**src/rtl/tdc_meas_ctrl_if.sv**
```systemverilog
// Request/result handshake between the TDC measurement sequencer and its consumer.
//   start        consumer -> sequencer   measurement request
//   result_ready consumer -> sequencer   result accepted when high with result_valid
//   busy         sequencer -> consumer   sequencer not idle
//   result       sequencer -> consumer   mean stage count (CW bits)
//   result_valid sequencer -> consumer   result/flags valid, held until accepted
//   ovf          sequencer -> consumer   sticky: a sample saturated the chain
//   bubble_err   sequencer -> consumer   sticky: a sample was not thermometer-coded
interface tdc_meas_ctrl_if #(
  parameter int CW = 5
) ();
  logic          start;
  logic          result_ready;
  logic          busy;
  logic [CW-1:0] result;
  logic          result_valid;
  logic          ovf;
  logic          bubble_err;

  modport master (
    output start, result_ready,
    input  busy, result, result_valid, ovf, bubble_err
  );

  modport slave (
    input  start, result_ready,
    output busy, result, result_valid, ovf, bubble_err
  );
endinterface

```
**src/rtl/tdc_meas_ctrl.sv**
```systemverilog
// Measurement sequencer for the inverter delay-line sensor. Each request launches
// 2**LOG2_SAMPLES edges into the chain, converts each captured thermometer tap vector
// into a stage count, accumulates the counts and presents the truncated mean.
//   clk, rst_n  clock / asynchronous active-low reset
//   launch      registered edge into the delay-line input
//   taps        delay-line tap vector, taps[0] nearest the launch point
//   mif         request/result handshake (slave side)
module tdc_meas_ctrl #(
  parameter int N_DELAY       = 16,
  parameter int LOG2_SAMPLES  = 2,
  parameter int SETTLE_CYCLES = 2
) (
  input  logic               clk,
  input  logic               rst_n,
  output logic               launch,
  input  logic [N_DELAY-1:0] taps,
  tdc_meas_ctrl_if.slave     mif
);
  localparam int CW  = $clog2(N_DELAY + 1);
  localparam int AW  = CW + LOG2_SAMPLES;
  localparam int SW  = (LOG2_SAMPLES > 0) ? LOG2_SAMPLES : 1;
  localparam int STW = (SETTLE_CYCLES > 1) ? $clog2(SETTLE_CYCLES) : 1;
  localparam logic [SW-1:0]  LAST_SMP = SW'((1 << LOG2_SAMPLES) - 1);
  localparam logic [STW-1:0] LAST_SET = STW'(SETTLE_CYCLES - 1);

  typedef enum logic [2:0] {
    S_IDLE, S_LAUNCH, S_CAPTURE, S_RECOVER, S_DONE
  } state_e;

  state_e             state_q, state_d;
  logic [N_DELAY-1:0] tap_q, tap_d;
  logic [AW-1:0]      acc_q, acc_d;
  logic [SW-1:0]      smp_q, smp_d;
  logic [STW-1:0]     set_q, set_d;
  logic               ovf_q, ovf_d;
  logic               bub_q, bub_d;
  logic               launch_q, launch_d;

  logic [CW-1:0]      cnt_c;
  logic               bub_c;
  logic               run_c;

  // State register
  always_ff @(posedge clk or negedge rst_n) begin
    if (!rst_n) state_q <= S_IDLE;
    else        state_q <= state_d;
  end

  // Next-state logic
  always_comb begin
    state_d = state_q;
    case (state_q)
      S_IDLE:    if (mif.start) state_d = S_LAUNCH;
      S_LAUNCH:  state_d = S_CAPTURE;
      S_CAPTURE: state_d = S_RECOVER;
      S_RECOVER: if (set_q == LAST_SET)
                   state_d = (smp_q == LAST_SMP) ? S_DONE : S_LAUNCH;
      S_DONE:    if (mif.result_ready) state_d = S_IDLE;
      default:   state_d = S_IDLE;
    endcase
  end

  // Outputs. launch is decoded from the next state and registered so the
  // chain input never sees a combinational glitch.
  always_comb begin
    launch_d         = (state_d == S_LAUNCH) || (state_d == S_CAPTURE);
    launch           = launch_q;
    mif.busy         = (state_q != S_IDLE);
    mif.result_valid = (state_q == S_DONE);
    mif.result       = acc_q[AW-1:LOG2_SAMPLES];
    mif.ovf          = ovf_q;
    mif.bubble_err   = bub_q;
  end

  // Leading-ones count from tap 0; any 1 after the first 0 is a bubble.
  always_comb begin
    cnt_c = '0;
    bub_c = 1'b0;
    run_c = 1'b1;
    for (int i = 0; i < N_DELAY; i++) begin
      if (tap_q[i]) begin
        if (run_c) cnt_c = cnt_c + CW'(1);
        else       bub_c = 1'b1;
      end else begin
        run_c = 1'b0;
      end
    end
  end

  // Datapath next-state
  always_comb begin
    tap_d = tap_q;
    acc_d = acc_q;
    smp_d = smp_q;
    set_d = set_q;
    ovf_d = ovf_q;
    bub_d = bub_q;
    case (state_q)
      S_IDLE: if (mif.start) begin
        acc_d = '0;
        smp_d = '0;
        ovf_d = 1'b0;
        bub_d = 1'b0;
      end
      // taps are asynchronous to the launch path; this is their only sample point.
      S_LAUNCH: tap_d = taps;
      S_CAPTURE: begin
        acc_d = acc_q + AW'(cnt_c);
        ovf_d = ovf_q | (&tap_q);
        bub_d = bub_q | bub_c;
        set_d = '0;
      end
      S_RECOVER: begin
        set_d = set_q + STW'(1);
        if (set_q == LAST_SET && smp_q != LAST_SMP) smp_d = smp_q + SW'(1);
      end
      default: ;
    endcase
  end

  always_ff @(posedge clk or negedge rst_n) begin
    if (!rst_n) begin
      tap_q    <= '0;
      acc_q    <= '0;
      smp_q    <= '0;
      set_q    <= '0;
      ovf_q    <= 1'b0;
      bub_q    <= 1'b0;
      launch_q <= 1'b0;
    end else begin
      tap_q    <= tap_d;
      acc_q    <= acc_d;
      smp_q    <= smp_d;
      set_q    <= set_d;
      ovf_q    <= ovf_d;
      bub_q    <= bub_d;
      launch_q <= launch_d;
    end
  end
endmodule

```
**src/flat_wrapper.sv**
```systemverilog
// flat-port wrapper written by rule: the top's interface ports become plain ports
module tdc_meas_ctrl_flat 
#(
  parameter int N_DELAY       = 16,
  parameter int LOG2_SAMPLES  = 2,
  parameter int SETTLE_CYCLES = 2
)
  (clk, rst_n, launch, taps, mif_start, mif_result_ready, mif_busy, mif_result, mif_result_valid, mif_ovf, mif_bubble_err);
  tdc_meas_ctrl_if #(.CW(5)) mif_i ();
  input  logic clk;
  input  logic rst_n;
  output logic launch;
  input  logic [N_DELAY-1:0] taps;
  input wire logic [$bits(mif_i.start)-1:0] mif_start;
  input wire logic [$bits(mif_i.result_ready)-1:0] mif_result_ready;
  output wire logic [$bits(mif_i.busy)-1:0] mif_busy;
  output wire logic [$bits(mif_i.result)-1:0] mif_result;
  output wire logic [$bits(mif_i.result_valid)-1:0] mif_result_valid;
  output wire logic [$bits(mif_i.ovf)-1:0] mif_ovf;
  output wire logic [$bits(mif_i.bubble_err)-1:0] mif_bubble_err;
  assign mif_i.start = mif_start;
  assign mif_i.result_ready = mif_result_ready;
  assign mif_busy = mif_i.busy;
  assign mif_result = mif_i.result;
  assign mif_result_valid = mif_i.result_valid;
  assign mif_ovf = mif_i.ovf;
  assign mif_bubble_err = mif_i.bubble_err;
  tdc_meas_ctrl #(.N_DELAY(N_DELAY), .LOG2_SAMPLES(LOG2_SAMPLES), .SETTLE_CYCLES(SETTLE_CYCLES)) u_core (.clk(clk), .rst_n(rst_n), .launch(launch), .taps(taps), .mif(mif_i));
endmodule
```
**config.mk**
```make
export PLATFORM = sky130hd
export DESIGN_NAME = tdc_meas_ctrl_flat
export DESIGN_NICKNAME = d
export VERILOG_FILES = /design/src/rtl/tdc_meas_ctrl_if.sv /design/src/rtl/tdc_meas_ctrl.sv /design/src/flat_wrapper.sv
export SDC_FILE = /design/constraint.sdc
export NUM_CORES = 1
export LEC_CHECK = 0
export ABC_AREA = 1
export CELL_PAD_IN_SITES_DETAIL_PLACEMENT = 1
export CELL_PAD_IN_SITES_GLOBAL_PLACEMENT = 2
export CORE_ASPECT_RATIO = 1.5
export CORE_MARGIN = 1.5
export CORE_UTILIZATION = 36
export CTS_BUF_LIST = sky130_fd_sc_hd__clkbuf_8
export DETAILED_ROUTE_END_ITERATION = 10
export PLACE_DENSITY = 0.95
export RECOVER_POWER = 100
export SYNTH_ARGS = -nofsm -noshare
export SYNTH_HDL_FRONTEND = slang
export SYNTH_SLANG_ARGS = --single-unit
```
**constraint.sdc**
```tcl
create_clock -name clk -period 16.95 [get_ports clk]
set_input_delay 3.39 -clock clk [delete_from_list [all_inputs] [get_ports clk]]
set_output_delay 3.39 -clock clk [all_outputs]
set_load 0.05 [all_outputs]
```
[Word-level counts from Yosys, hierarchy flattened]
Cells that the tools add are included.
Word-level totals
  register bits: 32
  output and inout port bits: 10
Cells by class
  reductions and logical operators: 10
  add/subtract/negate cells: 18
  eq/ne operators: 10
  muxes and demuxes: 90
  bitwise gates (word level): 2
Operators with widths (number)
  $mux W5: 30
  $add A5 B1 Y5 const B: 15
  $mux W1: 47
  $reduce_and A16 Y1: 1
  $pmux W3 S5: 1
  $pmux W7 S2: 1
  $mux W3: 4
  $eq A3 B2 Y1 const B: 3
  $add A7 B5 Y7: 1
  $mux W7: 1
  $eq A3 B1 Y1 const B: 2
  $pmux W1 S2: 3
  $reduce_bool A2 Y1: 3
  $mux W2: 2
  $ne A2 B2 Y1 const B: 2
  $pmux W2 S2: 1
  $eq A3 B3 Y1 const B: 1
  $logic_not A3 Y1: 1
  $reduce_and A3 Y1: 1
  $reduce_bool A3 Y1: 1
  $add A2 B1 Y2 const B: 1
  $eq A2 B2 Y1 const B: 1
  $ne A2 B1 Y1 const B: 1
  $or A1 B1 Y1: 2
  4 further kinds: 4

[Depth between registers and ports, before layout]
  depth after elaboration: 48
  gate-level depth with buffers: 58
  depth with buffers taken out: 58

[Worst setup path after synthesis]
No wires, ideal clock.
  path kind: register -> register
  from: reg u_core.tap_q[2]
  to: reg u_core.acc_q[5]
  library setup time: 112 ps
  data arrival time: 6212 ps
  cell stages (with the launch flop): 55
  path slack: 10625 ps
  path buffers: 0
  data required time: 16838 ps
  cell sequence: dfrtp_1 nand2_1 inv_1 nor2_1 ha_1 nand2_1 nand2_1 nand2_1 nand2_2 and2_1 ha_1 inv_1 nand4_1 nand2_1 nand2_1 nand2_1 ha_1 nand2_1 [19 not listed] ha_1 nand2_1 o21ai_0 nor2_1 inv_1 ha_1 o21ai_0 inv_1 ha_1 a21oi_1 nor2_1 nor2_1 nor2_1 o21ai_0 a21oi_1 a21oi_1 a21o_1 inv_1
Between the ends
  longest elaborated chain between the ends: 42
  elaborated cells on any way between the ends: 55
  classes of those cells: 14 x add/sub; 41 x mux
RTL lines
  from (decl): RTL line tdc_meas_ctrl.sv:31  | logic [N_DELAY-1:0] tap_q, tap_d;
  from (signal assigned): RTL line tdc_meas_ctrl.sv:131  | tap_q <= tap_d;
  $mux W5: RTL line tdc_meas_ctrl.sv:81  | if (tap_q[i]) begin
  $add A5 B1 Y5: RTL line tdc_meas_ctrl.sv:82  | if (run_c) cnt_c = cnt_c + CW'(1);
  $mux W5: RTL line tdc_meas_ctrl.sv:82
  $mux W5: RTL line tdc_meas_ctrl.sv:81
  $add A5 B1 Y5: RTL line tdc_meas_ctrl.sv:82
  $mux W5: RTL line tdc_meas_ctrl.sv:82
  $mux W5: RTL line tdc_meas_ctrl.sv:81
  $add A5 B1 Y5: RTL line tdc_meas_ctrl.sv:82
  [26 not listed]
  $add A5 B1 Y5: RTL line tdc_meas_ctrl.sv:82
  $mux W5: RTL line tdc_meas_ctrl.sv:82
  $mux W5: RTL line tdc_meas_ctrl.sv:81
  $add A5 B1 Y5: RTL line tdc_meas_ctrl.sv:82
  $mux W5: RTL line tdc_meas_ctrl.sv:82
  $mux W5 *: RTL line tdc_meas_ctrl.sv:81
  $add A7 B5 Y7 *: RTL line tdc_meas_ctrl.sv:108  | acc_d = acc_q + AW'(cnt_c);
  $pmux W7 S2 *: RTL line tdc_meas_ctrl.sv:98  | case (state_q)
  to (signal assigned): RTL line tdc_meas_ctrl.sv:124  | acc_q <= '0;
  to (signal assigned): RTL line tdc_meas_ctrl.sv:132  | acc_q <= acc_d;
  to (decl): RTL line tdc_meas_ctrl.sv:32  | logic [AW-1:0] acc_q, acc_d;
Every way passes the cells marked *; elsewhere a longest branch is shown, timed or not.
A chain may end at the register's enable or synchronous reset.

[Worst setup path after layout]
Same ends and word-level chain as after synthesis.

==> metrics list <==
* Relative contribution of combinational cells to total power: 64.2%
* Net Count, Synth: 503
- In this run, post-CTS repair resized a total of 0 instances.
* CP max stage cell: sky130_fd_sc_hd__dfrtp_1
* Critical path fanouts, max: 5
- Count of flip-flops with a built-in enable after synthesis: 0
* Share of total power in the clock network: 11.9%
* Congestion Overflow GR: 0
- For this configuration, the core starts out at a cell density of 36.9%.
- Site row count: 41
* Num Clock Sinks: 32
- Entering global routing, the biggest net connects 33 pins.
* Syn Area/Cell: 6.70 um2
* Crit path time final: 7050 ps
* Antenna diode instance count: 0
- Net switching share of the total power: 53.5%
* DRC violations left: 0
- The number of global-route vias before repair came to 3,146.
- Num CTS Buffers: 5
- Vias: 2,986
- Maximum clock insertion buffer count: 2
- After synthesis the cells add up to 3110 um2.
- The first global-routing pass estimated 13,600 um of wire.
- For this run, the detailed router's first-pass iteration total came to 4.
- The worst pin sits at a relative slew slack of -17.8%.
- Dividing the detail-routed wire length by the instance count gives 12.7 um.
- Setup repair after global routing missed its margin: false
- TritonCTS built the clock tree.
- Int Power: 0.279 mW
* Transition time of the tightest slew-check pin: 1770 ps
* Crit path required time: 17,140 ps
- In this run, the number of DRC markers left after iteration 0 of detailed routing was 76.
- Master cell of the clock root buffer: sky130_fd_sc_hd__clkbuf_8
- The most numerous cell type found on the critical path is sky130_fd_sc_hd__nand2_1.
- Area Overhead vs Synth: 15.1%
- Overall track demand over capacity in global routing: 18.3%
* Portion of the clock cycle consumed by the worst path in the final layout: 41.6%
* Crit-path max cell delay: 410 ps
- Critical path capture point type: flip-flop
- Flop pwr share: 23.9%
* Max-slew violation total from the final report: 33
* Largest voltage drop on the vdd net: 0.107 mV
- The final count of hold timing violations is 0.
- Worst Setup Start Kind: flip-flop
* Deepest level of the CTS H-tree: 2
- MaxCap Viol Count: 1
- For this run, the number of Yosys warnings is 0.
- Net switching power figure: 0.321 mW
- The synthesized design spends more area on one cell type than any other, namely sky130_fd_sc_hd__dfrtp_1.
* Initial antenna violation count: 0
- Predominant post-synthesis flop cell: sky130_fd_sc_hd__dfrtp_1
* Detailed placement HPWL: 6350 um
- Area of the core region: 8410 um2
* Chip height: 117 um
- The worst hold path belongs to the class flip-flop to flip-flop.
- The critical path is of the flip-flop to flip-flop type.
* Post-CTS Setup Repair Bufs: 0
- Pwr dens: 168 nW/um2
* Layout Skew: 8.69 ps
- At the later pin of the worst-skew pair, clock insertion delay measures 290 ps.
* Area contributors post-synth: sky130_fd_sc_hd__dfrtp_1 26%, sky130_fd_sc_hd__nand2_1 13%, sky130_fd_sc_hd__inv_1 8.9%
- Average via count per standard cell: 4.98
- After the flow finishes, the layout carries non-filler instances totaling 599.
* Number of placed instances, taps included: 591
- The filler cells instantiated in the layout total 1,133.
- At the end of routability-driven placement, the weighted congestion stood at 0.856.
- Measured along the x axis, the die boundary spans 78.9 um.
* Async S/R FF share, synth: 100%
* Number of buffers added on ports: 29
- Most frequent cell after synthesis: sky130_fd_sc_hd__nand2_1
- The routed design has 7580 um of wire.
* Final number of setup-violating endpoints: 0
- Post-synthesis sequential area ratio: 25.8%
- Post-CTS clock slew at the launch and capture registers of the worst setup and hold paths: 70 ps
- The final reports fail on max-capacitance violations, max-slew violations.
- Die Area: 9210 um2
- For this run, the post-layout net count is 530.
* Static leakage power: 1.89 nW
- Number of distinct standard cells referenced by the synthesized netlist: 42
- The share of synthesized area in the top cell type comes to 25.8%.
* DRT antenna net count: 0
- Status: finished, violations left
* Critical path data arrival time: 7240 ps
- Commonest cells in the netlist: 108 x sky130_fd_sc_hd__nand2_1, 74 x sky130_fd_sc_hd__inv_1, 48 x sky130_fd_sc_hd__nand3_1, 46 x sky130_fd_sc_hd__nor2_1, 32 x sky130_fd_sc_hd__dfrtp_1
- Count of state elements after synthesis: 32
- Synth Instances: 464
- For this design the top-level I/O count stands at 30.
- Maximum achievable frequency: 142 MHz
* Share of post-route cells with drive strength above 1: 12.0%
- After routing, the total negative slack on setup checks comes to 0 ps.
- In this run, post-CTS hold repair placed 0 buffers.
## area by class of cell
class	instances	area, um2	area share (%)
Clock buffer	5	68.8	1.93
Inverter	85	328	9.17
Sequential cell	32	801	22.4
Clock inverter	3	38.8	1.09
Timing Repair Buffer	30	294	8.23
Tap cell	107	134	3.75
Multi-Input combinational cell	337	1910	53.4
## power by group through the flow
stage	Combinational, mW	Sequential (mW)	Clock [mW]
6_report	0.386	0.143	0.0713
5_1_grt	0.449	0.149	0.0762
4_1_cts	0.396	0.144	0.0738
3_5_place_dp	0.393	0.145	0
3_3_place_gp	0.376	0.143	0
2_1_floorplan	0.302	0.143	0
## state kept, by name (all words and copies together) (netlist names)
name	count
u_core.acc_q	7
u_core.launch	1
u_core.mif.bubble_err	1
u_core.mif.ovf	1
u_core.set_q	1
u_core.smp_q	2
u_core.state_q	3
u_core.tap_q	16
## cells by family (layout without fill, tap and decap cells)
kind of cell / count (synthesis) / after routing / share of synthesized area, %
flip-flops: 32 / 32 / 25.8
AND/OR/NAND/NOR: 255 / 255 / 41.3
adder cells (fa/ha/maj): 19 / 19 / 7.89
buffers and inverters: 95 / 123 / 12.6
XOR/XNOR: 1 / 1 / 0.282
multiplexers: 5 / 5 / 1.81
AO/OA/AOI/OAI: 57 / 57 / 10.3
## worst max-delay path, delay by kind of cell (launching register included)
family,cells,cell delay (ps)
and+or+nand+nor,32,2830
AOI/OAI and AO/OA,9,1250
buffers and inverters,5,330
adders and majority gates,8,2110
DFF,1,410
## stage by stage
step                      hold slack (ps)  setup slack (ps)  util [%]  instance area, um2  power, mW
final                                 486              9900      42.5                3570      0.600
after global routing                  509              9100      42.5                3570      0.674
after CTS                             495              9860      42.6                3580      0.614
after global placement                459             10240      41.3                3470      0.519
after detailed placement              480              9920      41.3                3470      0.538
after floorplan                       446             10630         -                3110      0.445
## path summary, 6_finish.rpt
| kind | startpoint | end | slack [ps] | cells past startpoint |
|---|---|---|---|---|
| worst max-delay path | u_core.tap_q[2] | u_core.acc_q[5] | 9900 | 54 |
| worst min-delay path | u_core.smp_q[1] | u_core.smp_q[1] | 490 | 2 |
| worst max register to register | u_core.tap_q[2] | u_core.acc_q[5] | 9900 | 54 |
| worst min register to register | u_core.smp_q[1] | u_core.smp_q[1] | 490 | 2 |
| max in group asynchronous | rst_n | u_core.tap_q[14] | 11810 | 2 |
| min in group asynchronous | rst_n | u_core.launch | 4100 | 2 |
## layout by cell type (no fill, tap or decap), types with 13 or more instances in the layout
cell type and count:
sky130_fd_sc_hd__a21oi_1 23, sky130_fd_sc_hd__nand2_1 109, sky130_fd_sc_hd__inv_1 75, sky130_fd_sc_hd__nor2_1 46, sky130_fd_sc_hd__o21ai_0 22, sky130_fd_sc_hd__nand3_1 48, sky130_fd_sc_hd__ha_1 18, sky130_fd_sc_hd__dlygate4sd3_1 29
sky130_fd_sc_hd__dfrtp_1 32, sky130_fd_sc_hd__nand2_2 13
## layer usage
metal	vias up	global-route usage, %	part of all wire, %
li1	1539	-	-
met1	1408	20.4	42
met2	27	35.4	54
met3	12	2.09	1.7
met4	0	6.78	2.2
met5	-	0	0
(Power assumes the default switching activity.)
